--- src/rtl/mem_access_pkg.sv ---
// Shared definitions for the memory access unit: state encoding, default widths
// and the address bits that mark a request as rejected.
package mem_access_pkg;

    localparam int DATA_W       = 16;
    localparam int ADDR_W       = 14;
    localparam int MISALIGN_BIT = 0;
    localparam int RANGE_BIT    = 15;

    localparam logic [15:0] ERR_COUNT_MAX = 16'hFFFF;

    typedef enum logic [1:0] {
        ST_IDLE    = 2'd0,
        ST_RD_DATA = 2'd1,
        ST_RSP     = 2'd2
    } state_e;

    // Odd byte addresses and anything at or above 0x8000 are rejected.
    function automatic logic addr_is_error(input logic [15:0] addr);
        return addr[MISALIGN_BIT] | addr[RANGE_BIT];
    endfunction

endpackage

--- src/rtl/mem_rsp_hold.sv ---
// One-entry response hold register; keeps a response stable while the
// consumer is not ready to take it.
module mem_rsp_hold
    import mem_access_pkg::*;
#(
    parameter int DATA_W = mem_access_pkg::DATA_W
) (
    input  logic              clka,
    input  logic              rsta,
    input  logic              load_en,
    input  logic [DATA_W-1:0] rdata_in,
    input  logic              err_in,
    output logic [DATA_W-1:0] rdata_out,
    output logic              err_out
);

    logic [DATA_W-1:0] rdata_q, rdata_d;
    logic              err_q, err_d;

    always_comb begin
        rdata_d = rdata_q;
        err_d   = err_q;
        if (load_en) begin
            rdata_d = rdata_in;
            err_d   = err_in;
        end
    end

    always_ff @(posedge clka or posedge rsta) begin
        if (rsta) begin
            rdata_q <= '0;
            err_q   <= 1'b0;
        end else begin
            rdata_q <= rdata_d;
            err_q   <= err_d;
        end
    end

    assign rdata_out = rdata_q;
    assign err_out   = err_q;

endmodule

--- src/rtl/mem_access_unit.sv ---
// Processor-to-synchronous-memory bridge: one outstanding request, read data
// one cycle after acceptance, rejected requests answered with an error.
module mem_access_unit
    import mem_access_pkg::*;
#(
    parameter int DATA_W = mem_access_pkg::DATA_W,
    parameter int ADDR_W = mem_access_pkg::ADDR_W
) (
    input  logic              clka,
    input  logic              rsta,
    input  logic              req_valid,
    output logic              req_ready,
    input  logic              req_we,
    input  logic [15:0]       req_addr,
    input  logic [DATA_W-1:0] req_wdata,
    output logic              rsp_valid,
    input  logic              rsp_ready,
    output logic [DATA_W-1:0] rsp_rdata,
    output logic              rsp_err,
    output logic [15:0]       err_count,
    output logic              mem_we,
    output logic [ADDR_W-1:0] mem_addr,
    output logic [DATA_W-1:0] mem_din,
    input  logic [DATA_W-1:0] mem_dout
);

    state_e            state_q, state_d;
    logic [ADDR_W-1:0] addr_q, addr_d;
    logic [15:0]       err_count_q, err_count_d;

    logic              req_err;
    logic [ADDR_W-1:0] req_word;

    logic              hold_load;
    logic [DATA_W-1:0] hold_rdata_in, hold_rdata;
    logic              hold_err_in, hold_err;

    assign req_err  = addr_is_error(req_addr);
    assign req_word = req_addr[ADDR_W:1];

    mem_rsp_hold #(
        .DATA_W (DATA_W)
    ) u_hold (
        .clka      (clka),
        .rsta      (rsta),
        .load_en   (hold_load),
        .rdata_in  (hold_rdata_in),
        .err_in    (hold_err_in),
        .rdata_out (hold_rdata),
        .err_out   (hold_err)
    );

    always_comb begin
        state_d       = state_q;
        addr_d        = addr_q;
        err_count_d   = err_count_q;
        hold_load     = 1'b0;
        hold_rdata_in = '0;
        hold_err_in   = 1'b0;
        req_ready     = 1'b0;
        rsp_valid     = 1'b0;
        rsp_rdata     = '0;
        rsp_err       = 1'b0;
        mem_we        = 1'b0;
        mem_addr      = addr_q;
        mem_din       = '0;

        case (state_q)
            ST_IDLE: begin
                req_ready = 1'b1;
                mem_addr  = req_word;
                mem_din   = req_wdata;
                mem_we    = req_valid & req_we & ~req_err & ~rsta;
                if (req_valid) begin
                    addr_d = req_word;
                    if (req_err) begin
                        hold_load   = 1'b1;
                        hold_err_in = 1'b1;
                        state_d     = ST_RSP;
                        if (err_count_q != ERR_COUNT_MAX) begin
                            err_count_d = err_count_q + 16'd1;
                        end
                    end else if (req_we) begin
                        hold_load = 1'b1;
                        state_d   = ST_RSP;
                    end else begin
                        state_d = ST_RD_DATA;
                    end
                end
            end
            // Read data comes straight from the memory; park it if the consumer stalls.
            ST_RD_DATA: begin
                rsp_valid = 1'b1;
                rsp_rdata = mem_dout;
                if (rsp_ready) begin
                    state_d = ST_IDLE;
                end else begin
                    hold_load     = 1'b1;
                    hold_rdata_in = mem_dout;
                    state_d       = ST_RSP;
                end
            end
            ST_RSP: begin
                rsp_valid = 1'b1;
                rsp_rdata = hold_rdata;
                rsp_err   = hold_err;
                if (rsp_ready) begin
                    state_d = ST_IDLE;
                end
            end
            default: begin
                state_d = ST_IDLE;
            end
        endcase
    end

    always_ff @(posedge clka or posedge rsta) begin
        if (rsta) begin
            state_q     <= ST_IDLE;
            addr_q      <= '0;
            err_count_q <= '0;
        end else begin
            state_q     <= state_d;
            addr_q      <= addr_d;
            err_count_q <= err_count_d;
        end
    end

    assign err_count = err_count_q;

endmodule

--- config.mk ---
export PLATFORM = sky130hd
export DESIGN_NAME = mem_access_unit
export DESIGN_NICKNAME = d
export VERILOG_FILES = /design/src/rtl/mem_access_pkg.sv /design/src/rtl/mem_rsp_hold.sv /design/src/rtl/mem_access_unit.sv
export SDC_FILE = /design/constraint.sdc
export NUM_CORES = 1
export LEC_CHECK = 0
export BUFFER_PORTS_ARGS = -buffer_cell sky130_fd_sc_hd__buf_2
export CELL_PAD_IN_SITES_DETAIL_PLACEMENT = 2
export CELL_PAD_IN_SITES_GLOBAL_PLACEMENT = 2
export CORE_UTILIZATION = 25
export DETAILED_ROUTE_END_ITERATION = 7
export HOLD_SLACK_MARGIN = 0.06
export PLACE_DENSITY = 0.77
export SYNTH_ARGS = -nofsm -noshare
export SYNTH_HDL_FRONTEND = slang
export SYNTH_SLANG_ARGS = --single-unit
--- constraint.sdc ---
create_clock -name clka -period 1.7 [get_ports clka]
set_clock_uncertainty 0.15 [all_clocks]
set_input_delay 0.085 -clock clka [delete_from_list [all_inputs] [get_ports clka]]
set_output_delay 0.085 -clock clka [all_outputs]
set_load 0.02 [all_outputs]
==> results of run 1 <==
## power breakdown
part	switching (mW)	total, mW	internal, mW
logic	2.38	5.28	2.89
clock network	0.415	0.697	0.282
registers	0.262	1.74	1.48
total	3.06	7.71	4.65
## metrics by stage
stage                     utilization, %  power [mW]
final                              51.75       7.711
after global placement             37.18       4.568
after global routing               51.75       8.021
after detailed placement           37.18       4.688
after CTS                          49.99       7.160
after floorplan                        -       3.593
## worst reg2reg max path, delay by kind of cell (launching register included)
family	cells	cell delay, ps
simple gates	3	500
buf+inv	3	420
flops	1	410
xor+xnor	1	170
fa+ha+maj	1	160
compound gates	1	120
## per-layer routing
metal	vias to the layer above	part of all wire (%)
met4	0	3.8
li1	1230	-
met1	1415	36
met2	114	56
met5	-	0
met3	37	4.2
## cells by family after synthesis
logic type / after synthesis
simple gates: 78
flops: 49
compound gates: 39
mux: 29
buf+inv: 21
xor+xnor: 14
fa+ha+maj: 4
## sequential cells by signal, indices dropped and copies added, names as in the netlist
name and flops:
addr_q 14, err_count 16, state_q 2, u_hold.err_out 1
u_hold.rdata_out 16
## cell usage in the layout, fill, tap and decap left out, types with 2 or more instances in the layout
cell type / instances
nor2_2: 2
clkbuf_8: 5
mux2_4: 29
dfrtp_1: 40
ha_4: 4
a22o_1: 16
nor4_4: 4
nor2_4: 5
nor3_4: 3
inv_1: 4
nor2b_1: 5
xnor2_1: 5
buf_8: 5
o21ai_0: 2
dlygate4sd3_1: 32
diode_2: 2
and2_4: 17
nand2_1: 13
buf_2: 71
nand4_4: 2
buf_4: 40
buf_12: 7
buf_6: 48
xor2_1: 8
a22oi_2: 16
nand3_1: 6
buf_16: 3
inv_2: 2
dfrtp_2: 9
nor2b_2: 11
clkbuf_16: 2
## worst min path at each step
stage,from,to,depth (start not counted),slack [ps]
after floorplan,rsta,addr_q[0],1,-30
after CTS,req_valid,state_q[1],3,90
after detailed placement,mem_dout[6],u_hold.rdata_out[6],2,180
final,req_valid,state_q[1],3,170
after global placement,mem_dout[5],u_hold.rdata_out[5],2,180
after global routing,req_valid,state_q[1],3,200
## cell type report
class	instances	area share, %
Timing Repair Buffer	208	36.19
Clock inverter	1	0.09716
Inverter	8	0.7044
Multi-Input combinational cell	164	34.25
Tap cell	133	3.231
Sequential cell	49	24.02
Antenna cell	2	0.09716
Clock buffer	6	1.409
## repair_timing
item	4_1_cts	5_1_grt
hold buffers	32	0
hold endpoints to repair	80	0
pin swaps	14	15
endpoints found under the setup margin	81	97
setup buffers	13	9
gates cloned	6	1
resized for setup	163	40
==> impl_metrics.yaml, run 1 <==
final_layout:
  seqCellArea_um2: 1237
  final_area_um2: 5151
  area_growth_pct: 96.99
  drive_above_1_share_pct: 67.89
  fillers: 962
  fin_nets: 493
  fin_cells: 571
  multi_input_area_um2: 1764
place:
  dp_slack_ps: -135.9
  portBuffers: 118
  hpwl_um: 6481
  finalWeightedCongestion: 0.7269
  dp.cells: 506
  postPlaceCellArea_um2: 3701
clock_tree:
  cts_htree_levels: 2
  clock_latency_ps: 310
  clk_path_buf_depth: 2
  clk_pin_slew_worst_paths_ps: 100
  clockRootBuffer: "clkbuf_8"
  cts_tree: "done"
  clock_sink_count: 49
  cts_inserted_buffers: 5
synth:
  synth-xor-area-share_pct: 4.689
  yosys-top-cells-count: "49 x dfrtp_1, 28 x mux2_2, 17 x and2_1, 17 x nor2b_1"
  synth_edf_count: 0
  yosysUniqueCellTypes: 35
  syn_nets: 291
  syn_avg_cell_area_um2: 11.18
  syn_inst: 234
  synth-main-ff-cell: "dfrtp_1"
  synth_top_family_by_area: "simple AND/OR/NAND/NOR gates"
  yosysSeqAreaShare_pct: 46.89
  synth_area_um2: 2615
  synth_area_leaders: "dfrtp_1 47%, mux2_2 12%, a22o_1 5.4%"
  yosysTopAreaCellShare_pct: 46.89
  synth-adder-area-share_pct: 1.914
  yosysWarnings: 0
  synth_area_leader_cell: "dfrtp_1"
  synth_compound_area_share_pct: 12.25
  ys_ff_latch: 49
  async_reset_ff_share_pct: 100.0
  synthSimpleGateAreaFrac_pct: 18.52
  synthMuxAreaShare_pct: 12.49
  synth.most_common_cell: "dfrtp_1"
grt:
  grt_pass1_vias: 3147
  use_met1_pct: 24.70
  met3_usage_pct: 3.509
  antenna_found_initial: 2
  grt_first_pass_wirelength_um: 18710
  grt-ovfl-total: 0
  use_met2_pct: 44.42
  grt_use_total_pct: 22.45
  grt_max_degree: 50
  top_usage_layer: "met2"
worst_setup_path:
  critical_path.max_stage_delay_ps: 390
  slowest_stage: "dfrtp_1"
  rr_worst_depth: 9
  cpMostUsedCell: "buf_6"
  arrival_ps: 1830
  crit_chain: "inv_2 -> buf_4 -> buf_6 -> ha_4 -> buf_16 -> a22oi_2 -> nor2b_2 -> buf_6"
  rr_endpoint: "err_count[15]"
  critical_path_buf_inv_count: 5
  crit_path_start_kind: "register"
  regToRegSetupSlack_ps: -320
  cp.required_ps: 1460
  path_class: "register to primary output"
  critical_path.startpoint: "state_q[1]"
  critPathMaxFanout: 8
  critical_path.top_delay_family: "buffers and inverters"
  endpoint_kind: "primary output"
  rr_startpoint: "state_q[0]"
  critical_path_depth: 8
  endpoint: "rsp_rdata[11]"
sta:
  tns_ps: -22530
  tightest_slew_ps: 676.5
  finalSetupViolCount: 98
  drv_slew: 0
  hold_viol_final: 0
  max_freq_mhz: 483.3
  hold_slack_ps: 170.9
  rsz0062_at_grt: "yes"
  fin_crit_ps: 2069
  min_period_over_period_pct: 121.7
  setup_ws_ps: -369.2
  max_slew_margin_pct: 54.90
route:
  vias_per_cell: 4.897
  drt_wl_total_um: 14110
  via_count: 2796
  drt-initial-drc-count: 89
  first_pass_iters: 4
  routedWlPerCell_um: 24.70
  drc: 0
  ant_nets: 0
status:
  violations: "setup timing"
  status: "finished with violations"
power_and_ir_drop:
  power_density_nw_per_um2: 1497
  vdd_drop_max_v: 0.0005819
  p_leak_nw: 2.486
floorplan:
  io-pin-count: 119
  coreArea_um2: 9955
  rows: 36
  start_util_pct: 26.27
  fp.dieW_um: 104.3
  dieArea_um2: 10870
  die_h_um: 104.3
run:
  max_cap_viol_count: 0
min_path:
  hp-class: "input pin to register"
Power figures use the tool's default switching activity.
==> inputs of run 2 (changes only) <==
--- a/config.mk
+++ b/config.mk
@@ -8,10 +8,10 @@
 export BUFFER_PORTS_ARGS = -buffer_cell sky130_fd_sc_hd__buf_2
 export CELL_PAD_IN_SITES_DETAIL_PLACEMENT = 2
 export CELL_PAD_IN_SITES_GLOBAL_PLACEMENT = 2
-export CORE_UTILIZATION = 25
+export CORE_UTILIZATION = 28
 export DETAILED_ROUTE_END_ITERATION = 7
 export HOLD_SLACK_MARGIN = 0.06
-export PLACE_DENSITY = 0.77
+export PLACE_DENSITY = 0.82
 export SYNTH_ARGS = -nofsm -noshare
 export SYNTH_HDL_FRONTEND = slang
 export SYNTH_SLANG_ARGS = --single-unit
==> constraint.sdc (replaced) <==
create_clock -name clka -period 2.2 [get_ports clka]
set_clock_uncertainty 0.15 [all_clocks]
set_input_delay 0.11 -clock clka [delete_from_list [all_inputs] [get_ports clka]]
set_output_delay 0.11 -clock clka [all_outputs]
set_load 0.02 [all_outputs]
==> run 2 against run 1 <==
Compared with the run above:
- the run now ends clean
- die area shrank 11%
- count of clock-buffer cells in the layout shrank 1
- core utilization shrank 9.0 points
- register-to-register slack gained 470 ps
- cell count shrank 13%
==> impl_metrics.yaml, run 2 (synthesized netlist as in run 1, its figures left out) <==
floorplan:
  io-pin-count: 119
  die_h_um: 98.64
  coreArea_um2: 8891
  rows: 34
  fp.dieW_um: 98.64
  start_util_pct: 29.41
  dieArea_um2: 9730
final_layout:
  final_common_cell: "buf_2"
  final_cell_mix: "118 x buf_2, 49 x dfrtp_1, 33 x dlygate4sd3_1"
  drive_above_1_share_pct: 44.85
  area_growth_pct: 45.45
  fin_nets: 444
grt:
  grt_pass1_vias: 2756
  grt_use_total_pct: 18.22
  grt_max_degree: 50
  grt-ovfl-total: 0
  antenna_found_initial: 1
  grt_first_pass_wirelength_um: 14080
place:
  portBuffers: 118
  hpwl_um: 5798
  finalWeightedCongestion: 0.7418
sta:
  min_period_over_period_pct: 93.64
  max_slew_margin_pct: 58.18
  tightest_slew_ps: 627.2
  max_freq_mhz: 485.4
  finalSetupViolCount: 0
  tns_ps: 0
  rsz0062_at_grt: "no"
  hold_viol_final: 0
  drv_slew: 0
  fin_crit_ps: 2060
worst_setup_path:
  critPathMaxFanout: 15
  path_class: "register to primary output"
  crit_path_start_kind: "register"
  rr_worst_depth: 8
  rr_startpoint: "state_q[1]"
  rr_endpoint: "err_count[15]"
  regToRegSetupSlack_ps: 150
  cp.required_ps: 1940
  endpoint_kind: "primary output"
  arrival_ps: 1800
  critical_path.startpoint: "state_q[1]"
power_and_ir_drop:
  intPower_mw: 2.285
  power.share.clock_pct: 14.4
  p_sw_mw: 1.691
  power.total_mw: 3.976
  p_leak_nw: 1.865
  switching_share_pct: 42.53
  comb_power_share_pct: 52.7
  pwr-share-seq_pct: 32.9
  power_density_nw_per_um2: 1045
  vdd_drop_max_v: 0.0005046
route:
  first_pass_iters: 4
  drc: 0
  ant_nets: 0
  via_count: 2415
  drt_wl_total_um: 8746
  vias_per_cell: 4.859
  routedWlPerCell_um: 17.60
  drt-initial-drc-count: 87
min_path:
  hold_start: "req_valid"
  hp-class: "input pin to register"
  min_path_cells: 4
  hold-path-endpoint: "state_q[0]"
clock_tree:
  clk_pin_slew_worst_paths_ps: 100
  clockRootBuffer: "clkbuf_8"
  clock_sink_count: 49
  clock_latency_ps: 310
  cts_inserted_buffers: 5
  clk_path_buf_depth: 2
  cts_htree_levels: 2
  cts_tree: "done"
run:
  max_cap_viol_count: 0
status:
  status: "complete, no violations"
-- run 2: changes by cell type in the layout (fill, tap and decap cells not counted), moves of 11 or more --
cell	delta
a22oi_1	+16
a22oi_2	-16
and2_1	+17
and2_4	-17
buf_2	+47
buf_4	-34
buf_6	-47
mux2_2	+28
mux2_4	-29
nor2b_1	+12
nor2b_2	-11
-- run 2: per-layer routing --
| metal | share of wire, % | GRT usage [%] | up-vias |
|---|---|---|---|
| met4 | 1.1 | 4.248 | 0 |
| li1 | - | - | 1129 |
| met3 | 4.4 | 3.546 | 8 |
| met5 | 0 | 0 | - |
| met2 | 55 | 35.05 | 61 |
| met1 | 39 | 20.64 | 1217 |
-- run 2: how the worst max path moves through the flow --
stage,end,slack (ps),depth (start not counted)
3_5_place_dp,err_count[15],50,7
4_1_cts,mem_addr[9],60,5
3_3_place_gp,err_count[15],220,7
2_1_floorplan,err_count[15],120,8
5_1_grt,mem_we,40,6
6_report,mem_we,140,6
-- run 2: final cells by class --
| class | count | area [um2] |
|---|---|---|
| tap | 108 | 135.1 |
| clock buffer | 5 | 68.82 |
| inverter | 8 | 30.03 |
| multi-input combinational | 164 | 1323 |
| timing repair buffer | 159 | 992.2 |
| antenna | 1 | 2.502 |
| fill | 974 | 5087 |
| clock inverter | 3 | 26.28 |
| sequential | 49 | 1226 |
-- run 2: repair_timing --
| action | 4_1_cts | 5_1_grt |
|---|---|---|
| hold buffers | 33 | 0 |
| setup buffers | 1 | 0 |
| setup endpoints to repair | 14 | 18 |
| gates resized for setup | 3 | 3 |
| cloned | 0 | 0 |
| pin swaps | 1 | 0 |
| hold endpoints to repair | 80 | 0 |
-- run 2: worst max-delay path: stages, from the launching register on --
cell and delay [ps]:
dfrtp_1 390, inv_1 130, ha_4 200, nand2_1 80, buf_4 210, nor4_2 260
buf_2 230
-- run 2: through the flow --
step	instances	cell area, um2	setup slack, ps	hold slack, ps	util [%]
5_1_grt	497	3804	43.09	125.7	42.78
2_1_floorplan	234	2621	124.1	99.67	-
4_1_cts	496	3787	63.08	85.34	42.60
3_5_place_dp	454	3344	46.28	185.6	37.62
6_report	497	3804	140.0	93.34	42.78
3_3_place_gp	454	3344	221.4	190.7	37.62
-- run 2: power by group through the flow --
stage               sequential, mW  clock, mW  combinational (mW)
floorplan                     1.33          0                1.32
global route                  1.34      0.624                2.26
detailed placement            1.32          0                1.95
finish                        1.31      0.574                2.09
global placement              1.30          0                1.91
CTS                           1.31      0.591                2.06
